<file path="src/rtl/risc16_boot_ctrl.sv">
// Boot loader: packs big-endian byte pairs from a valid/ready stream into instruction memory, then holds the risc16f core in reset.
// mem_we fires the cycle after the low-byte handshake; s_ready is high only while waiting for a byte, so s_valid may stall freely.
module risc16_boot_ctrl #(
  parameter logic [15:0] BASE_ADDR = 16'h0000,
  parameter int unsigned RST_HOLD  = 4
) (
  input  logic        clk,
  input  logic        rst,
  input  logic        start,
  input  logic [15:0] len,
  input  logic [7:0]  s_data,
  input  logic        s_valid,
  output logic        s_ready,
  output logic [15:0] mem_addr,
  output logic [15:0] mem_din,
  output logic        mem_we,
  output logic        core_rst,
  output logic        busy,
  output logic        done
);

  typedef enum logic [2:0] {
    IDLE,
    LOAD_HI,
    LOAD_LO,
    WRITE,
    HOLD,
    RUN
  } state_t;

  // Hold counter counts down to zero, so HOLD lasts exactly RST_HOLD cycles.
  localparam logic [7:0] HOLD_INIT = 8'(RST_HOLD - 1);

  state_t      state_q, state_d;
  logic [15:0] len_q, len_d;
  logic [15:0] count_q, count_d;
  logic [15:0] addr_q, addr_d;
  logic [15:0] din_q, din_d;
  logic [7:0]  hold_q, hold_d;
  logic        we_q, we_d;
  logic        ready_q, ready_d;
  logic        core_rst_q, core_rst_d;
  logic        busy_q, busy_d;
  logic        done_q, done_d;
  logic [15:0] count_inc;

  assign count_inc = count_q + 16'd1;

  always_comb begin
    state_d = state_q;
    len_d   = len_q;
    count_d = count_q;
    addr_d  = addr_q;
    din_d   = din_q;
    hold_d  = hold_q;

    case (state_q)
      IDLE, RUN: begin
        if (start) begin
          len_d   = len;
          count_d = 16'd0;
          addr_d  = BASE_ADDR;
          if (len != 16'd0) begin
            state_d = LOAD_HI;
          end else begin
            hold_d  = HOLD_INIT;
            state_d = HOLD;
          end
        end
      end
      LOAD_HI: begin
        if (s_valid && ready_q) begin
          din_d[15:8] = s_data;
          state_d     = LOAD_LO;
        end
      end
      LOAD_LO: begin
        if (s_valid && ready_q) begin
          din_d[7:0] = s_data;
          state_d    = WRITE;
        end
      end
      WRITE: begin
        // Address wraps naturally at 16 bits (0xFFFE -> 0x0000).
        addr_d  = addr_q + 16'd2;
        count_d = count_inc;
        if (count_inc == len_q) begin
          hold_d  = HOLD_INIT;
          state_d = HOLD;
        end else begin
          state_d = LOAD_HI;
        end
      end
      HOLD: begin
        if (hold_q == 8'd0) begin
          state_d = RUN;
        end else begin
          hold_d = hold_q - 8'd1;
        end
      end
      default: begin
        state_d = IDLE;
      end
    endcase

    // Outputs are decoded from the next state so they register alongside it.
    we_d       = (state_d == WRITE);
    ready_d    = (state_d == LOAD_HI) || (state_d == LOAD_LO);
    core_rst_d = (state_d != RUN);
    busy_d     = (state_d == LOAD_HI) || (state_d == LOAD_LO) ||
                 (state_d == WRITE)   || (state_d == HOLD);
    done_d     = (state_d == RUN);
  end

  always_ff @(posedge clk) begin
    if (rst) begin
      state_q    <= IDLE;
      len_q      <= 16'd0;
      count_q    <= 16'd0;
      addr_q     <= BASE_ADDR;
      din_q      <= 16'd0;
      hold_q     <= 8'd0;
      we_q       <= 1'b0;
      ready_q    <= 1'b0;
      core_rst_q <= 1'b1;
      busy_q     <= 1'b0;
      done_q     <= 1'b0;
    end else begin
      state_q    <= state_d;
      len_q      <= len_d;
      count_q    <= count_d;
      addr_q     <= addr_d;
      din_q      <= din_d;
      hold_q     <= hold_d;
      we_q       <= we_d;
      ready_q    <= ready_d;
      core_rst_q <= core_rst_d;
      busy_q     <= busy_d;
      done_q     <= done_d;
    end
  end

  assign s_ready  = ready_q;
  assign mem_addr = addr_q;
  assign mem_din  = din_q;
  assign mem_we   = we_q;
  assign core_rst = core_rst_q;
  assign busy     = busy_q;
  assign done     = done_q;

endmodule

</file>
<file path="config.mk">
export PLATFORM = sky130hd
export DESIGN_NAME = risc16_boot_ctrl
export DESIGN_NICKNAME = d
export VERILOG_FILES = /design/src/rtl/risc16_boot_ctrl.sv
export SDC_FILE = /design/constraint.sdc
export NUM_CORES = 1
export LEC_CHECK = 0
export CORE_MARGIN = 2
export CORE_UTILIZATION = 45
export CTS_BUF_LIST = sky130_fd_sc_hd__clkbuf_16
export CTS_CLUSTER_DIAMETER = 50
export DETAILED_ROUTE_END_ITERATION = 8
export GPL_ROUTABILITY_DRIVEN = 0
export PLACE_DENSITY = 0.8
export SKIP_CTS_REPAIR_TIMING = 1
export SYNTH_ARGS = -nofsm -noshare
export SYNTH_HDL_FRONTEND = slang
export SYNTH_SLANG_ARGS = --single-unit
</file>
<file path="constraint.sdc">
create_clock -name clk -period 2.8 [get_ports clk]
set_clock_uncertainty 0.2 [all_clocks]
set_input_delay 0.28 -clock clk [delete_from_list [all_inputs] [get_ports clk]]
set_output_delay 0.28 -clock clk [all_outputs]
set_load 0.02 [all_outputs]
</file>
# Word-level counts from Yosys, hierarchy flattened

Index checks and enable logic that the tools add are counted.

Muxes and demuxes: 15
$add $sub $neg: 3
Equal/unequal tests: 16
Reductions and logical operators: 15

Operators with widths:

| kind                                                | number |
|---|---|
| one-hot mux 16 bit (2 select lines)                 | 2 |
| two-way mux 8 bit                                   | 4 |
| one-hot mux 8 bit (3 select lines)                  | 1 |
| two-way mux 3 bit                                   | 6 |
| adder 16 x 1 -> 16 bit, second input constant       | 1 |
| adder 16 x 2 -> 16 bit, second input constant       | 1 |
| equality test 16 bit                                | 1 |
| two-way mux 16 bit                                  | 1 |
| nonzero test 16 bit                                 | 1 |
| one-hot mux 3 bit (5 select lines)                  | 1 |
| equality test 3 x 2 -> 1 bit, second input constant | 4 |
| equality test 3 bit, second input constant          | 4 |
| zero test 8 bit                                     | 1 |
| != test 2 bit, second input constant                | 4 |
| AND reduction 2 bit                                 | 4 |
| subtractor 8 x 1 -> 8 bit, second input constant    | 1 |
| equality test 3 x 1 -> 1 bit, second input constant | 2 |
| AND reduction 5 bit                                 | 1 |
| zero test 3 bit                                     | 1 |
| logical OR 1 bit                                    | 3 |
| != test 3 bit, second input constant                | 1 |
| nonzero test 3 bit                                  | 1 |
| nonzero test 2 bit                                  | 1 |
| OR reduction 2 bit                                  | 1 |
| logical AND 1 bit                                   | 1 |

Bits in registers: 80
Bits of input ports: 28
Logic and storage cells: 61
Output and inout bits: 37

# Longest topological paths before layout

Gate-level depths: netlist (run 1).

Word-level depth: 8
Depth in mapped cells: 9
Depth with buffers taken out: 8

# Least setup slack after synthesis (run 1)

OpenSTA, ideal clock, no wires.

Kind: register to register
Start point: register count_q[0]
End point: register done_q (netlist: done)
Cell stages (with the launch flop): 9
Library setup time: 0.115 ns
Data arrival time: 2.532 ns
Setup slack: -0.047 ns
Clock period less this slack: 2.847 ns
Path buffers: 0
Required time: 2.485 ns
Cells stage by stage: dfxtp_1 > ha_1 > nand3_1 > nor4_4 > xnor2_1 > or3_1 > or4_4 > a21o_1 > and3_1

Longest elaborated chain between the ends: 5

RTL lines:

| what                               | RTL line | text |
|---|---|---|
| start, declared                    | 36       | `logic [15:0] count_q, count_d;` |
| start signal, assigned             | 131      | `count_q <= count_d;` |
| adder 16 x 1 -> 16 bit             | 47       | `assign count_inc = count_q + 16'd1;` |
| equality test 16 bit               | 87       | `if (count_inc == len_q) begin` |
| two-way mux 3 bit                  | 87       |  |
| one-hot mux 3 bit (5 select lines) | 57       | `case (state_q)` |
| equality test 3 bit                | 112      | `done_d = (state_d == RUN);` |
| end signal, assigned               | 139      | `done_q <= done_d;` |
| end, declared                      | 44       | `logic done_q, done_d;` |

Every way passes these cells.
A chain may end at the register's enable or synchronous reset.

# Worst setup path after layout (run 1)

Start point: register count_q[1]
End point: register done_q (netlist: done)

Same word-level chain as after synthesis.

==> impl_metrics.json, run 1 <==
{
  "report.final.setup_viol": 0,
  "fin_crit_ns": 2.72,
  "drtIter0Drc": 217,
  "p_total_uw": 2580,
  "synth_edf_count": 0,
  "slowest_delay_ns": 0.55,
  "cpMostUsedCell": "or4_4",
  "fmax_mhz": 368,
  "syn2layout_area_growth_pct": 30.1,
  "final.setup.tns_ns": 0,
  "slew_headroom": 0.474,
  "vias": 4037,
  "portBuffers": 63,
  "dpl.hpwl_um": 7400,
  "path_cells": "buf_4 > nand4_4 > or4_4 > a221oi_4 > nand3_1 > or4_4 > a21o_1 > and3_1",
  "dr.pass1.iters": 5,
  "cts_tree": "built",
  "min_from": "len_q[14]",
  "grt.overflow.total": 0,
  "min_to": "len_q[14]",
  "gr-usage-all-layers": 0.218,
  "reg2reg_from": "count_q[1]",
  "critical-path-slowest-cell": "or4_4",
  "post-route-period-util": 0.970,
  "nNetsFinal": 622,
  "clockRootBuffer": "clkbuf_16",
  "drv_slew": 0,
  "viasPerCell": 5.75,
  "num_io_pins": 65,
  "synth.top_cell.area_share": 0.384,
  "worstMarginPinSlew_ns": 0.789,
  "synthArstFlopShare": 0,
  "start_kind": "flip-flop",
  "cp-end-kind": "flip-flop",
  "grt_pass1_vias": 3781,
  "synth_fp_nets": 549,
  "finalHoldViolCount": 0,
  "status": "complete, no violations",
  "powerDensity_nw_per_um2": 482,
  "drc": 0,
  "ys_dominant_reg_cell": "dfxtp_1",
  "rows": 34,
  "htreeDepth": 3,
  "r2r_setup_slack_ns": 0.08,
  "grt_max_degree": 43,
  "post_drt_wl_per_cell_um": 14.8,
  "min_path_cells": 2,
  "cts-buffers-inserted": 9,
  "synth_cell_types": 65,
  "cp_max_fo": 4,
  "synth.most_common_cell": "dfxtp_1",
  "cap_violations": 0,
  "coreArea_um2": 8810,
  "rsz0062_at_grt": "true",
  "clk-insertion-delay-late_ns": 0.33,
  "r2r_end": "done",
  "ir_drop_v": 0.000285,
  "clk_pin_slew_ns": 0.06,
  "worstRegToRegCells": 8,
  "wl_um": 10400,
  "numClockSinks": 79,
  "hold_class": "reg -> reg",
  "netlist_instances": 517,
  "start_util": 0.467,
  "ys_ff_latch": 79,
  "synthTopCellsByArea": "dfxtp_1 (38%), nor2_1 (6.1%), nand2_1 (5.8%)",
  "arrival_ns": 2.75,
  "clockBufferDepth": 2,
  "postSynthAreaPerCell_um2": 7.96,
  "synth_area_um2": 4110,
  "p_leak_uw": 0.00196,
  "insertedDiodeCount": 0,
  "ant_nets": 0,
  "critPathRequiredTime_ns": 2.83,
  "antenna_found_initial": 0,
  "grt_pass1_wl_um": 17800,
  "fp.dieW_um": 99.6,
  "setup.worst_path.class": "reg -> reg",
  "synthTopCellsByCount": "dfxtp_1 (79), nor2_1 (67), nand2_1 (64)",
  "post-route-util": 0.608,
  "die_h_um": 99.6,
  "dieArea_um2": 9920,
  "seq_area_frac_synth": 0.384,
  "yosysTopAreaCell": "dfxtp_1",
  "yosys_warnings": 0,
  "drive_gt1_frac": 0.123
}
[layout make-up]
class | count | area, um2
clock inverters | 6 | 62.6
multi-input cells | 395 | 2400
clock buffers | 9 | 225
repair buffers | 97 | 910
inverters | 8 | 30.0
flip-flops and latches | 79 | 1590
well taps | 108 | 135
fillers | 753 | 3450
[power breakdown]
part,switching [uW],internal (uW),leakage [uW]
logic,143,121,0.00118
clock network,462,683,0.000139
registers,21.6,1150,0.000642
total,627,1950,0.00196
[state kept, by name (all words and copies together), names as in the netlist]
name / cells
mem_we: 1
mem_din: 16
mem_addr: 15
state_q: 3
done: 1
busy: 1
s_ready: 1
count_q: 16
core_rst: 1
hold_q: 8
len_q: 16
[worst max-delay path by stage]
stage	from	endpoint	cells past startpoint
2_1_floorplan	count_q[1]	done	8
3_5_place_dp	len[2]	hold_q[0]	8
4_1_cts	count_q[1]	s_ready	8
3_3_place_gp	len[2]	busy	8
6_report	count_q[1]	done	8
5_1_grt	count_q[1]	s_ready	8
[cell families after synthesis]
logic type | count (synthesis) | share of synthesized area
AO/OA/AOI/OAI | 112 | 0.168
XOR/XNOR | 18 | 0.0383
adder cells (fa/ha/maj) | 4 | 0.0122
buffers and inverters | 43 | 0.0453
flip-flops | 79 | 0.384
multiplexers | 17 | 0.0417
other | 1 | 0.000912
AND/OR/NAND/NOR | 243 | 0.310
[worst max-delay path, delay by kind of cell, from the launching register on]
kind / cells / cell delay [ns]
AND/OR/NAND/NOR: 5 / 1.46
AO/OA/AOI/OAI: 2 / 0.47
flip-flops: 1 / 0.34
buffers and inverters: 1 / 0.14
[through the flow]
stage	setup WS (ns)	instance area [um2]	hold slack [ns]	cells
after floorplan	0.0357	4120	0.216	517
after global placement	0.00627	5000	0.256	686
after detailed placement	-0.0199	5000	0.262	686
after CTS	-0.0407	5290	0.270	701
after global routing	-0.0284	5350	0.292	702
final	0.0828	5350	0.269	702
[layout by cell type (no fill, tap or decap), types with 4 or more instances in the layout]
master / n
dfxtp_1: 75
nor2_1: 67
nand2_1: 64
clkdlybuf4s50_1: 62
a21oi_1: 47
buf_4: 31
o21ai_0: 22
nor3_1: 17
mux2i_1: 16
nand3_1: 15
xnor2_1: 15
nand4_1: 11
inv_1: 9
clkbuf_16: 9
and3_1: 8
and2_1: 7
a22oi_1: 7
a31oi_1: 7
nand2b_1: 6
or3_1: 6
or4_1: 6
and4_1: 5
nor4_1: 4
a311oi_1: 4
dfxtp_2: 4
[layer usage]
layer / global-route usage / wire [um] / share of wire
met3: 0.0555 / 710 / 0.068
met4: 0.0685 / 142 / 0.014
met1: 0.281 / 4640 / 0.45
met5: 0 / 0 / 0
met2: 0.359 / 4930 / 0.47
No activity file was read; power rests on OpenSTA's default activity.
==> run 2, diff against run 1 <==
--- a/config.mk
+++ b/config.mk
@@ -5,6 +5,7 @@
 export SDC_FILE = /design/constraint.sdc
 export NUM_CORES = 1
 export LEC_CHECK = 0
+export CAP_MARGIN = 20
 export CORE_MARGIN = 2
 export CORE_UTILIZATION = 45
 export CTS_BUF_LIST = sky130_fd_sc_hd__clkbuf_16
==> results of run 2 <==
Final layout, timing and power as in run 1 (identical DEF).
==> run 3, diff against run 2 <==
--- a/config.mk
+++ b/config.mk
@@ -6,13 +6,15 @@
 export NUM_CORES = 1
 export LEC_CHECK = 0
 export CAP_MARGIN = 20
-export CORE_MARGIN = 2
-export CORE_UTILIZATION = 45
+export CELL_PAD_IN_SITES_DETAIL_PLACEMENT = 0
+export CELL_PAD_IN_SITES_GLOBAL_PLACEMENT = 1
+export CORE_UTILIZATION = 36
 export CTS_BUF_LIST = sky130_fd_sc_hd__clkbuf_16
 export CTS_CLUSTER_DIAMETER = 50
 export DETAILED_ROUTE_END_ITERATION = 8
 export GPL_ROUTABILITY_DRIVEN = 0
-export PLACE_DENSITY = 0.8
+export PLACE_DENSITY = 0.85
+export REMOVE_ABC_BUFFERS = 1
 export SKIP_CTS_REPAIR_TIMING = 1
 export SYNTH_ARGS = -nofsm -noshare
 export SYNTH_HDL_FRONTEND = slang
==> impl_metrics.json, run 3 (synthesis results as in run 1) <==
{
  "status": "complete, no violations",
  "ir_drop_v": 0.000344,
  "drtIter0Drc": 202,
  "post-route-util": 0.495,
  "rows": 38,
  "die_h_um": 109,
  "powerDensity_nw_per_um2": 481,
  "clk-insertion-delay-late_ns": 0.34,
  "slowest_delay_ns": 0.52,
  "cp-end-kind": "flip-flop",
  "cts_tree": "built",
  "wl_um": 11000,
  "dieArea_um2": 11900,
  "layout.cells.most_common": "dfxtp_1",
  "num_io_pins": 65,
  "dpl.hpwl_um": 7850,
  "fillers": 1053,
  "fmax_mhz": 368,
  "fin_crit_ns": 2.72,
  "drive_gt1_frac": 0.136,
  "setup.worst_path.class": "reg -> reg",
  "numClockSinks": 79,
  "gr-usage-all-layers": 0.192,
  "fp.dieW_um": 109,
  "min_path_cells": 2,
  "arrival_ns": 2.75,
  "clk_pin_slew_ns": 0.06,
  "report.final.setup_viol": 0,
  "start_util": 0.375,
  "rsz0062_at_grt": "false",
  "path_cells": "ha_1 > nand3_2 > or4_1 > a32oi_2 > nand2_1 > or4_4 > a21o_1 > and3_1",
  "worstRegToRegCells": 8,
  "critPathRequiredTime_ns": 2.83,
  "placed_area_um2": 5050,
  "htreeDepth": 3,
  "final_cells": 741,
  "grt_max_degree": 40,
  "start_kind": "flip-flop",
  "final_cell_area_um2": 5440,
  "drv_slew": 0,
  "grt.overflow.total": 0,
  "ant_nets": 0,
  "clockRootBuffer": "clkbuf_16",
  "clockBufferDepth": 2,
  "p_leak_uw": 0.00200,
  "coreArea_um2": 11000,
  "antenna_found_initial": 0,
  "cts-buffers-inserted": 9,
  "nNetsFinal": 628,
  "cp_max_fo": 3,
  "grt_pass1_vias": 3685,
  "dr.pass1.iters": 4,
  "viasPerCell": 5.42,
  "insertedDiodeCount": 0,
  "post_drt_wl_per_cell_um": 14.9,
  "vias": 4018,
  "cap_violations": 0,
  "setup_ws_ns": 0.0840,
  "syn2layout_area_growth_pct": 32.2,
  "dp_cells": 721,
  "finalHoldViolCount": 0,
  "hold_slack_ns": 0.177,
  "grt_pass1_wl_um": 17600,
  "final_cell_mix": "dfxtp_1 (74), nor2_1 (67), nand2_1 (64)",
  "drc": 0,
  "place_ws_ns": -0.0913,
  "hold_class": "in -> reg",
  "post-route-period-util": 0.970,
  "critical-path-slowest-cell": "or4_4",
  "portBuffers": 63
}
-- run 3: cell types whose count changed in the layout (fill, tap and decap cells not counted), sizes merged --
cell / previous run / this run
buf: 35 / 41
inv: 10 / 11
clkinvlp: 2 / 1
clkinv: 1 / 2
-- run 3: final timing paths --
path | from | end | slack [ns]
worst min-delay path | rst | count_q[9] | 0.18
worst min register to register | len_q[3] | len_q[3] | 0.27
worst max register to register | count_q[0] | done | 0.08
worst max-delay path | count_q[0] | done | 0.08
-- run 3: layer usage --
layer / global-route usage / part of all wire / vias to the layer above
met1: 0.256 / 0.46 / 1899
met3: 0.0514 / 0.065 / 15
met2: 0.295 / 0.46 / 108
li1: - / - / 1996
met5: 0 / 0 / -
met4: 0.0743 / 0.016 / 0
-- run 3: where the power goes --
group	internal (uW)	switching [uW]	total, uW	leakage [uW]
Clock	692	477	1170	0.000145
Sequential	1150	23.8	1170	0.000642
Combinational	122	149	271	0.00121
Total	1960	649	2610	0.00200
-- run 3: critical path, delay by kind of cell, from the launching register on --
| kind | cells | cell delay [ns] |
|---|---|---|
| simple gates | 5 | 1.41 |
| flops | 1 | 0.34 |
| compound gates | 2 | 0.47 |
| fa+ha+maj | 1 | 0.20 |
-- run 3: cell type report --
cell class | instances | area (um2) | share of cell area
Tap cell | 140 | 175 | 0.0322
Inverter | 8 | 30.0 | 0.00552
Clock inverter | 7 | 71.3 | 0.0131
Multi-Input combinational cell | 395 | 2410 | 0.443
Sequential cell | 79 | 1590 | 0.292
Clock buffer | 9 | 225 | 0.0414
Timing Repair Buffer | 103 | 938 | 0.173
-- run 3: per-stage QoR --
stage	setup TNS, ns	total power, uW
after CTS	0	2640
final	0	2610
after detailed placement	-0.432	1470
after floorplan	-0.933	1330
after global placement	-0.0685	1460
after global routing	0	2720
